**config.mk**
```make
export PLATFORM = sky130hd
export DESIGN_NAME = pipe_ctrl
export DESIGN_NICKNAME = d
export VERILOG_FILES = /design/src/rtl/pipe_ctrl_pkg.sv /design/src/rtl/pipe_perf_cnt.sv /design/src/rtl/pipe_ctrl.sv
export SDC_FILE = /design/constraint.sdc
export NUM_CORES = 1
export LEC_CHECK = 0
export ABC_AREA = 1
export CAP_MARGIN = 5
export CELL_PAD_IN_SITES_DETAIL_PLACEMENT = 1
export CELL_PAD_IN_SITES_GLOBAL_PLACEMENT = 1
export CORE_MARGIN = 8
export CORE_UTILIZATION = 25
export DETAILED_ROUTE_END_ITERATION = 16
export PLACE_DENSITY = 0.95
export SETUP_SLACK_MARGIN = 0.5
export SLEW_MARGIN = 15
export SYNTH_ARGS = -nofsm -noshare
export SYNTH_HDL_FRONTEND = slang
export SYNTH_SLANG_ARGS = --single-unit
```
**constraint.sdc**
```tcl
create_clock -name clk -period 2.7 [get_ports clk]
set_input_delay 0.27 -clock clk [delete_from_list [all_inputs] [get_ports clk]]
set_output_delay 0.27 -clock clk [all_outputs]
set_load 0.01 [all_outputs]
```
**src/rtl/pipe_ctrl_pkg.sv**
```systemverilog
// Shared types and constants for the pipeline controller: FSM encoding,
// stage-control payload and the canned stage-control patterns.
package pipe_ctrl_pkg;

    localparam int unsigned MD_TIMEOUT_DEF = 64;
    localparam int unsigned MD_CNT_W       = 8;
    localparam int unsigned CNT_W          = 32;

    typedef enum logic {
        RUN     = 1'b0,
        MD_WAIT = 1'b1
    } state_e;

    typedef struct packed {
        logic pc_en;
        logic if_id_en;
        logic id_ex_en;
        logic ex_mem_en;
        logic mem_wb_en;
        logic if_id_flush;
        logic id_ex_flush;
        logic ex_mem_flush;
    } pipe_ctl_t;

    // Freeze front end, push a bubble into EX/MEM, let older work drain.
    localparam pipe_ctl_t CTL_HOLD   = pipe_ctl_t'(8'b00011_001);
    localparam pipe_ctl_t CTL_RUN    = pipe_ctl_t'(8'b11111_000);
    localparam pipe_ctl_t CTL_BRANCH = pipe_ctl_t'(8'b11111_110);
    localparam pipe_ctl_t CTL_STALL  = pipe_ctl_t'(8'b00000_000);

endpackage

```
**src/rtl/pipe_perf_cnt.sv**
```systemverilog
// Stall-cycle and branch-flush counters; both wrap modulo 2^32.
module pipe_perf_cnt
    import pipe_ctrl_pkg::*;
(
    input  logic             clk,
    input  logic             rst,
    input  logic             stall_inc,
    input  logic             flush_inc,
    output logic [CNT_W-1:0] stall_cycles,
    output logic [CNT_W-1:0] flush_count
);

    logic [CNT_W-1:0] stall_cnt_q, stall_cnt_d;
    logic [CNT_W-1:0] flush_cnt_q, flush_cnt_d;

    always_comb begin
        stall_cnt_d = stall_cnt_q + CNT_W'(stall_inc);
        flush_cnt_d = flush_cnt_q + CNT_W'(flush_inc);
    end

    always_ff @(posedge clk) begin
        if (rst) begin
            stall_cnt_q <= '0;
            flush_cnt_q <= '0;
        end else begin
            stall_cnt_q <= stall_cnt_d;
            flush_cnt_q <= flush_cnt_d;
        end
    end

    assign stall_cycles = stall_cnt_q;
    assign flush_count  = flush_cnt_q;

endmodule

```
**src/rtl/pipe_ctrl.sv**
```systemverilog
// Pipeline stall/flush controller with mul/div wait and watchdog.
// Define PIPE_CTRL_PERF_EN to build the stall/flush performance counters.
module pipe_ctrl
    import pipe_ctrl_pkg::*;
#(
    parameter int unsigned MD_TIMEOUT = MD_TIMEOUT_DEF
) (
    input  logic             clk,
    input  logic             rst,
    input  logic             load_use,
    input  logic             muldiv_req,
    input  logic             md_done,
    input  logic             branch_taken,
    input  logic             dmem_req,
    input  logic             dmem_ack,
    output logic             pc_en,
    output logic             if_id_en,
    output logic             id_ex_en,
    output logic             ex_mem_en,
    output logic             mem_wb_en,
    output logic             if_id_flush,
    output logic             id_ex_flush,
    output logic             ex_mem_flush,
    output logic             md_start,
    output logic             md_timeout,
    output logic [CNT_W-1:0] stall_cycles,
    output logic [CNT_W-1:0] flush_count
);

    localparam logic [MD_CNT_W-1:0] MD_LAST = MD_CNT_W'(MD_TIMEOUT - 1);

    state_e               state_q, state_d;
    logic [MD_CNT_W-1:0]  md_cnt_q, md_cnt_d;
    logic                 done_pending_q, done_pending_d;
    logic                 mem_stall;
    pipe_ctl_t            ctl;

    assign mem_stall = dmem_req & ~dmem_ack;

    // Stage control and next-state; outputs are decoded from state and inputs.
    always_comb begin
        ctl            = CTL_STALL;
        md_start       = 1'b0;
        md_timeout     = 1'b0;
        state_d        = state_q;
        md_cnt_d       = md_cnt_q;
        done_pending_d = done_pending_q;

        if (!rst) begin
            unique case (state_q)
                RUN: begin
                    if (mem_stall) begin
                        ctl = CTL_STALL;
                    end else if (load_use) begin
                        ctl = CTL_HOLD;
                    end else if (muldiv_req) begin
                        ctl      = CTL_HOLD;
                        md_start = 1'b1;
                        state_d  = MD_WAIT;
                        md_cnt_d = '0;
                    end else if (branch_taken) begin
                        ctl = CTL_BRANCH;
                    end else begin
                        ctl = CTL_RUN;
                    end
                end
                MD_WAIT: begin
                    // Saturate so a long memory stall past the limit still expires.
                    md_cnt_d = (md_cnt_q == '1) ? md_cnt_q : md_cnt_q + MD_CNT_W'(1);
                    if (mem_stall) begin
                        ctl = CTL_STALL;
                        if (md_done) begin
                            done_pending_d = 1'b1;
                        end
                    end else if (md_done || done_pending_q) begin
                        ctl            = CTL_RUN;
                        state_d        = RUN;
                        done_pending_d = 1'b0;
                    end else if (md_cnt_q >= MD_LAST) begin
                        ctl            = CTL_RUN;
                        md_timeout     = 1'b1;
                        state_d        = RUN;
                        done_pending_d = 1'b0;
                    end else begin
                        ctl = CTL_HOLD;
                    end
                end
            endcase
        end
    end

    always_ff @(posedge clk) begin
        if (rst) begin
            state_q        <= RUN;
            md_cnt_q       <= '0;
            done_pending_q <= 1'b0;
        end else begin
            state_q        <= state_d;
            md_cnt_q       <= md_cnt_d;
            done_pending_q <= done_pending_d;
        end
    end

    assign pc_en        = ctl.pc_en;
    assign if_id_en     = ctl.if_id_en;
    assign id_ex_en     = ctl.id_ex_en;
    assign ex_mem_en    = ctl.ex_mem_en;
    assign mem_wb_en    = ctl.mem_wb_en;
    assign if_id_flush  = ctl.if_id_flush;
    assign id_ex_flush  = ctl.id_ex_flush;
    assign ex_mem_flush = ctl.ex_mem_flush;

`ifdef PIPE_CTRL_PERF_EN
    pipe_perf_cnt u_perf (
        .clk          (clk),
        .rst          (rst),
        .stall_inc    (~ctl.pc_en),
        .flush_inc    (ctl.if_id_flush),
        .stall_cycles (stall_cycles),
        .flush_count  (flush_count)
    );
`else
    assign stall_cycles = '0;
    assign flush_count  = '0;
`endif

endmodule
```
==> summary.md, run 1 <==
| Metric | Value |
|---|---|
| Run status | complete, no violations |
| Fin crit share | 78.69% |
| Clock Skews | 0.001521 ns |
| Vias in the first global route | 1105 |
| CP cell instances | clkdlybuf4s50_1, inv_1, nand2_1, nand3_2, nor2_2, clkdlybuf4s50_1 |
| Max rail drop VDD | 0.0001042 V |
| Commonest cells post-synth | buf_4, nand2_1, inv_1, nor2_1, nand3_1 |
| First-pass GRT wire length | 4864 um |
| I/O Buffers | 17 |
| Diode count | 0 |
| RSZ-0062 raised after global routing | yes |
| CTS buffer count | 3 |
| CP Data Required Time | 2.43 ns |
| WL final | 3017 um |
| Cell count after synthesis | 181 |
| Count leader, synth | buf_4 |
| Crit Path Category | input pin to output pin |
| Clock transition at path regs | 0.05 ns |
| Adder-cell share of the synthesized area | 1.041% |
| Power per cell area | 374.7 mW/mm^2 |
| Setup violators final | 0 |
| Hold WC Path Type | register to register |
| Gpl congestion | 0.8143 |
| DIE WIDTH | 85.35 um |
| Mux share of post-synthesis cell area | 0% |
| Pins Over Slew Limit | 0 |
| Avg Inst Size Synth | 6.643 sq um |
| Starting density of the core | 25.63% |
| Clk sink count | 10 |
| Area share of the largest cell type after synthesis | 43.08% |
| Clk buf depth | 2 |
| Hold slack | 0.4812 ns |
| Yosys reg bits | 10 |
| GRT Overall Usage | 8.144% |
| Yosys Warn Count | 0 |
| Most used cell, CP | clkdlybuf4s50_1 |
| Worst setup SP type | input pin |
| CORE AREA | 0.004692 sq mm |
| Fraction of the mapped netlist area in compound gates | 5.307% |
| Clock Latency Late Sink | 0.24 ns |
| P_leak | 0.6611 nW |
| Largest family of logic cells by synthesized area | buffers and inverters |
| Post-synth top area cell | buf_4 |
| Synth area leaders | buf_4, dfxtp_1, nand2_1, inv_1, nand3_1 |
| Number of synthesized flops with an enable pin | 0 |
| Drt first pass iters | 4 |
| WL/cell | 12.02 um |
| Synth cell types | 21 |
| Share of cells above drive strength 1 | 9.645% |
| XOR/XNOR Fraction of Synth Area | 0% |
| Mapped cell area | 0.001202 sq mm |
| Initial antenna violation count | 0 |
| Sequential area share after synthesis | 16.65% |
| Post-synthesis simple-gate area fraction | 27.26% |
| CTS root buf | clkbuf_8 |
| Fin cells | 251 |
| Largest net degree at the start of global routing | 10 |
| Fmax | 470.7 MHz |
| Final worst path period need | 2.125 ns |
| 1st-iter DRT viols | 50 |
| Nets | 207 |
| FF-to-FF setup slack | 1.26 ns |
| Number of instances in the placed design | 247 |
| Async set or reset register ratio after synthesis | 0% |
| Post-DP HPWL | 2531 um |
| Critical path peak fanout | 7 |
| GR Overflow Total | 0 |
| Max_cap viols | 0 |
| Via count | 941 |
| Num rows | 25 |
| Worst Setup End Kind | output pin |
| Worst Path Arrival | 1.85 ns |
| Full die area | 0.007285 sq mm |
| CTS tree | built |
| Setup_tns | 0 ns |
| CTS H-tree depth | 1 |
| Die height | 85.35 um |
| CP max stage delay | 0.55 ns |
| Post-DRT Antenna Nets | 0 |
| Area grow syn2layout | 2.810% |
| Ys flop type | dfxtp_1 |
| DRC | 0 |
| Io pins | 82 |
| Final-report hold violation count | 0 |
| Vias per inst | 3.749 |
| Crit-path slowest cell | clkdlybuf4s50_1 |
-- final timing paths --
check / startpoint / endpoint / depth (start not counted)
worst max register to register: md_cnt_q[0]$_SDFFE_PP0P_ / md_cnt_q[7]$_SDFFE_PP0P_ / 8
worst max-delay path: dmem_ack / md_start / 6
worst min-delay path: md_cnt_q[1]$_SDFFE_PP0P_ / md_cnt_q[1]$_SDFFE_PP0P_ / 2
worst min register to register: md_cnt_q[1]$_SDFFE_PP0P_ / md_cnt_q[1]$_SDFFE_PP0P_ / 2
-- flip-flops by register name (all words and copies together) (netlist names) --
signal	cells
done_pending_q	1
md_cnt_q	8
state_q	1
-- cell type report --
cell class / count / area (sq um)
inverters: 19 / 71.32
fillers: 614 / 3456
clock buffers: 4 / 55.05
flip-flops and latches: 10 / 202.7
well taps: 54 / 67.56
repair buffers: 19 / 180.2
multi-input cells: 145 / 659.4
-- where the power goes --
part | switching [mW] | internal [mW] | total (mW)
Clock | 0.0645 | 0.129 | 0.193
Sequential | 0.00175 | 0.150 | 0.152
Combinational | 0.0861 | 0.0322 | 0.118
-- logic make-up (layout without fill, tap and decap cells) --
kind of cell,Yosys count,in the layout
DFF,10,10
and+or+nand+nor,70,70
other,1,64
adders and majority gates,1,1
buffers and inverters,89,42
AOI/OAI and AO/OA,10,10
-- layout by cell type, fill, tap and decap left out, types with 3 or more instances in the layout --
cell type / netlist / final
clkbuf_8: 0 / 4
a21oi_1: 5 / 5
nand2_1: 31 / 31
nor2_1: 14 / 11
dfxtp_1: 10 / 8
inv_1: 18 / 18
o21ai_0: 3 / 3
clkdlybuf4s50_1: 0 / 12
nand3_1: 11 / 11
nand4_1: 8 / 8
conb_1: 1 / 64
nor2_2: 1 / 3
dlygate4sd2_1: 0 / 4
-- stage by stage --
step                      worst slack, ns  power [mW]  instance area, sq um  util, %
after floorplan                     1.106      0.3059                  1439        -
after global routing               0.4747      0.4878                  1236    26.35
after detailed placement           0.4668      0.2692                  1169    24.91
final                              0.5754      0.4632                  1236    26.35
after CTS                          0.5262      0.4578                  1230    26.21
after global placement             0.5568      0.2674                  1169    24.91
-- metal layers --
| metal | track usage (%) | wire, um | vias to the layer above |
|---|---|---|---|
| met5 | 0 | 0 | - |
| met1 | 8.421 | 1269 | 431 |
| li1 | - | - | 466 |
| met2 | 14.99 | 1569 | 40 |
| met3 | 1.351 | 119 | 4 |
| met4 | 4.936 | 59 | 0 |
-- worst max-delay path: cells and delay by family --
kind,cells,cell delay (ns)
buffers and inverters,3,1.08
AND/OR/NAND/NOR,3,0.50
-- what timing repair did --
action	CTS	global route
gates resized for setup	10	3
endpoints found under the setup margin	5	6
pin swaps	0	1
setup buffers	0	0
hold buffers	0	0
(Power assumes the default switching activity.)
==> run 2, diff against run 1 <==
--- a/config.mk
+++ b/config.mk
@@ -10,9 +10,9 @@
 export CELL_PAD_IN_SITES_DETAIL_PLACEMENT = 1
 export CELL_PAD_IN_SITES_GLOBAL_PLACEMENT = 1
 export CORE_MARGIN = 8
-export CORE_UTILIZATION = 25
+export CORE_UTILIZATION = 23
 export DETAILED_ROUTE_END_ITERATION = 16
-export PLACE_DENSITY = 0.95
+export PLACE_DENSITY = 0.9
 export SETUP_SLACK_MARGIN = 0.5
 export SLEW_MARGIN = 15
 export SYNTH_ARGS = -nofsm -noshare
==> constraint.sdc (replaced) <==
create_clock -name clk -period 2 [get_ports clk]
set_input_delay 0.2 -clock clk [delete_from_list [all_inputs] [get_ports clk]]
set_output_delay 0.2 -clock clk [all_outputs]
set_load 0.01 [all_outputs]
==> run 2 against run 1 <==
  * Sequential share of layout area decreased by 1.6 points
  * Flip-flop and latch count unchanged
  * Power increased by 30%
  * Global-route usage decreased by 0.13 points
  * Sequential power increased by 34%
  * Die area increased by 7.0%
  * Final area increased by 12%
  * Register-to-register slack got worse by 0.68 ns
  * Clock skew increased by 0.0015 ns
  * Clock power increased by 15%
  * Wire length increased by 13%
  * Critical path depth increased by 2
  * Critical path type is now register to output pin
  * Critical endpoint is now id_ex_en
  * Largest power group unchanged
==> summary.md, run 2 (same netlist as run 1, synthesis figures left out) <==
| Metric | Value |
|---|---|
| Run status | complete, no violations (unchanged) |
| CTS buffer count | 3 (unchanged) |
| Share of cells above drive strength 1 | 24.52% (was 9.645%) |
| CTS H-tree depth | 1 (unchanged) |
| RSZ-0062 raised after global routing | yes (unchanged) |
| Fmax | 618.0 MHz |
| Vias per inst | 3.629 (was 3.749) |
| Crit-path slowest cell | dfxtp_2 (was clkdlybuf4s50_1) |
| CP Data Required Time | 1.80 ns (was 2.43 ns) |
| Io pins | 82 (unchanged) |
| Final core occ | 27.22% (was 26.35%) |
| Max reg flops | 8 (unchanged) |
| Top flop regs | md_cnt_q: 8 flops, done_pending_q: 1 flops, state_q: 1 flops (unchanged) |
| Worst Path Arrival | 1.42 ns (was 1.85 ns) |
| Clock Skews | 0.002984 ns (was 0.001521 ns) |
| CP max stage delay | 0.35 ns (was 0.55 ns) |
| Die height | 88.31 um (was 85.35 um) |
| Fill cell count | 681 (was 614) |
| Via count | 1009 (was 941) |
| Starting density of the core | 23.69% (was 25.63%) |
| Clk sink count | 10 (unchanged) |
| Most frequent cells in the layout | conb_1, nand2_1, inv_1, buf_4, nand3_1 (was conb_1, nand2_1, inv_1, clkdlybuf4s50_1) |
| Most used cell, CP | nand2_4 (was clkdlybuf4s50_1) |
| P_leak | 0.7658 nW (was 0.6611 nW) |
| Hold WC Path Type | input pin to register (was register to register) |
| Gpl congestion | 0.7728 (was 0.8143) |
| Power per cell area | 436.8 mW/mm^2 (was 374.7 mW/mm^2) |
| Bufs and invs on worst path | 1 (was 3) |
| Setup_tns | 0 ns (unchanged) |
| Post-DP HPWL | 2648 um (was 2531 um) |
| DIE WIDTH | 88.31 um (was 85.35 um) |
| Drt first pass iters | 4 (unchanged) |
| Max_cap viols | 0 (unchanged) |
| DRC | 0 (unchanged) |
| Hold slack | 0.4928 ns (was 0.4812 ns) |
| Largest net degree at the start of global routing | 10 (unchanged) |
| CTS tree | built (unchanged) |
| Reg with most FFs | md_cnt_q (unchanged) |
| CORE AREA | 0.005075 sq mm (was 0.004692 sq mm) |
| Diode count | 0 (unchanged) |
| Pwr Total | 603.4 uW (was 463.2 uW) |
| Fin crit share | 80.91% |
| Nets | 219 (was 207) |
| CP cell instances | ha_4, nand2_4, nor2_4, nand2_4, nand4_1, nand3_1, nand2_2, buf_6 (was clkdlybuf4s50_1, inv_1, nand2_1, nand3_2, nor2_2, clkdlybuf4s50_1) |
| FF-to-FF setup slack | 0.58 ns (was 1.26 ns) |
| Clk buf depth | 2 (unchanged) |
| Setup violators final | 0 (unchanged) |
| First-pass GRT wire length | 4947 um (was 4864 um) |
| Num rows | 26 (was 25) |
| Hold_buf cts | 0 (unchanged) |
| GR Overflow Total | 0 (unchanged) |
| WL/cell | 12.29 um (was 12.02 um) |
| Area grow syn2layout | 14.88% (was 2.810%) |
| Commonest non-fill, non-tap cell in the layout | conb_1 (unchanged) |
| Clock Latency Late Sink | 0.24 ns (about the same) |
| Post-DRT Antenna Nets | 0 (unchanged) |
| Final worst path period need | 1.618 ns |
| Crit Path Category | register to output pin (was input pin to output pin) |
| Full die area | 0.007798 sq mm (was 0.007285 sq mm) |
| I/O Buffers | 17 (unchanged) |
| 1st-iter DRT viols | 43 (was 50) |
| WL final | 3418 um (was 3017 um) |
| CTS root buf | clkbuf_8 (unchanged) |
| Crit-path leading delay family | simple AND/OR/NAND/NOR gates (was buffers and inverters) |
| GRT Overall Usage | 8.018% (was 8.144%) |
| Worst setup SP type | register (was input pin) |
| Pins Over Slew Limit | 0 (unchanged) |
| Vias in the first global route | 1125 (was 1105) |
| Clock transition at path regs | 0.05 ns (about the same) |
| Max rail drop VDD | 0.0002218 V (was 0.0001042 V) |
| Initial antenna violation count | 0 (unchanged) |
| Final-report hold violation count | 0 (unchanged) |
| Critical path peak fanout | 4 (was 7) |
| Worst Setup End Kind | output pin (unchanged) |
==> run 2: changes by cell type in the layout (fill, tap and decap cells not counted), moves of 4 or more <==
| cell | before | now |
|---|---|---|
| buf_4 | 2 | 14 |
| clkdlybuf4s50_1 | 12 | 4 |
| nor2_1 | 11 | 6 |
| buf_2 | 0 | 4 |
| buf_6 | 0 | 4 |
| nand2_1 | 31 | 27 |
| nor2_2 | 3 | 7 |
==> run 2: area by class of cell <==
type | instances | area [sq um] | share of cell area [%]
multi-input cells | 145 | 716.9 | 51.90
repair buffers | 31 | 260.3 | 18.84
flip-flops and latches | 10 | 203.9 | 14.76
well taps | 70 | 87.58 | 6.341
inverters | 19 | 71.32 | 5.163
clock buffers | 3 | 41.29 | 2.989
==> run 2: report_power, final <==
group	internal, mW	switching [mW]	total [mW]
combinational	0.0525	0.126	0.178
sequential	0.202	0.00188	0.204
clock	0.133	0.0881	0.221
total	0.388	0.216	0.603
==> run 2: metal layers <==
layer / vias to the layer above / global-route usage, % / routed length (um)
met3: 4 / 1.300 / 187
met4: 0 / 4.608 / 64
met1: 479 / 7.815 / 1288
met5: - / 0 / 0
met2: 38 / 15.48 / 1877
li1: 488 / - / -
==> run 2: metrics by stage <==
| step | instances | setup slack (ns) | area (sq um) |
|---|---|---|---|
| 4_1_cts | 277 | 0.3754 | 1363 |
| 6_report | 278 | 0.3819 | 1381 |
| 3_3_place_gp | 272 | 0.03219 | 1259 |
| 2_1_floorplan | 244 | 0.5081 | 1441 |
| 5_1_grt | 278 | 0.3263 | 1381 |
| 3_5_place_dp | 272 | -0.0004576 | 1259 |
==> run 2: final timing paths <==
path | from | end | depth (start not counted)
max | md_cnt_q[1]$_SDFFE_PP0P_ | id_ex_en | 8
min | dmem_ack | state_q$_SDFF_PP0_ | 6
max reg2reg | md_cnt_q[1]$_SDFFE_PP0P_ | md_cnt_q[7]$_SDFFE_PP0P_ | 9
min reg2reg | md_cnt_q[3]$_SDFFE_PP0P_ | md_cnt_q[3]$_SDFFE_PP0P_ | 2
==> run 2: worst register-to-register path: stages, from the launching register on <==
cell and delay (ns):
dfxtp_2 0.35, ha_4 0.15, nand2_4 0.06, buf_4 0.16
o21ai_4 0.24, nand3_4 0.14, nand2_1 0.09, nand2_1 0.05
nand2_1 0.05, inv_1 0.03
==> run 2: timing repair <==
item,in CTS,in global routing
hold endpoints to repair,0,0
gates resized for setup,55,10
pin swaps,5,3
cloned,0,0
setup buffers,2,1
setup endpoints to repair,10,11
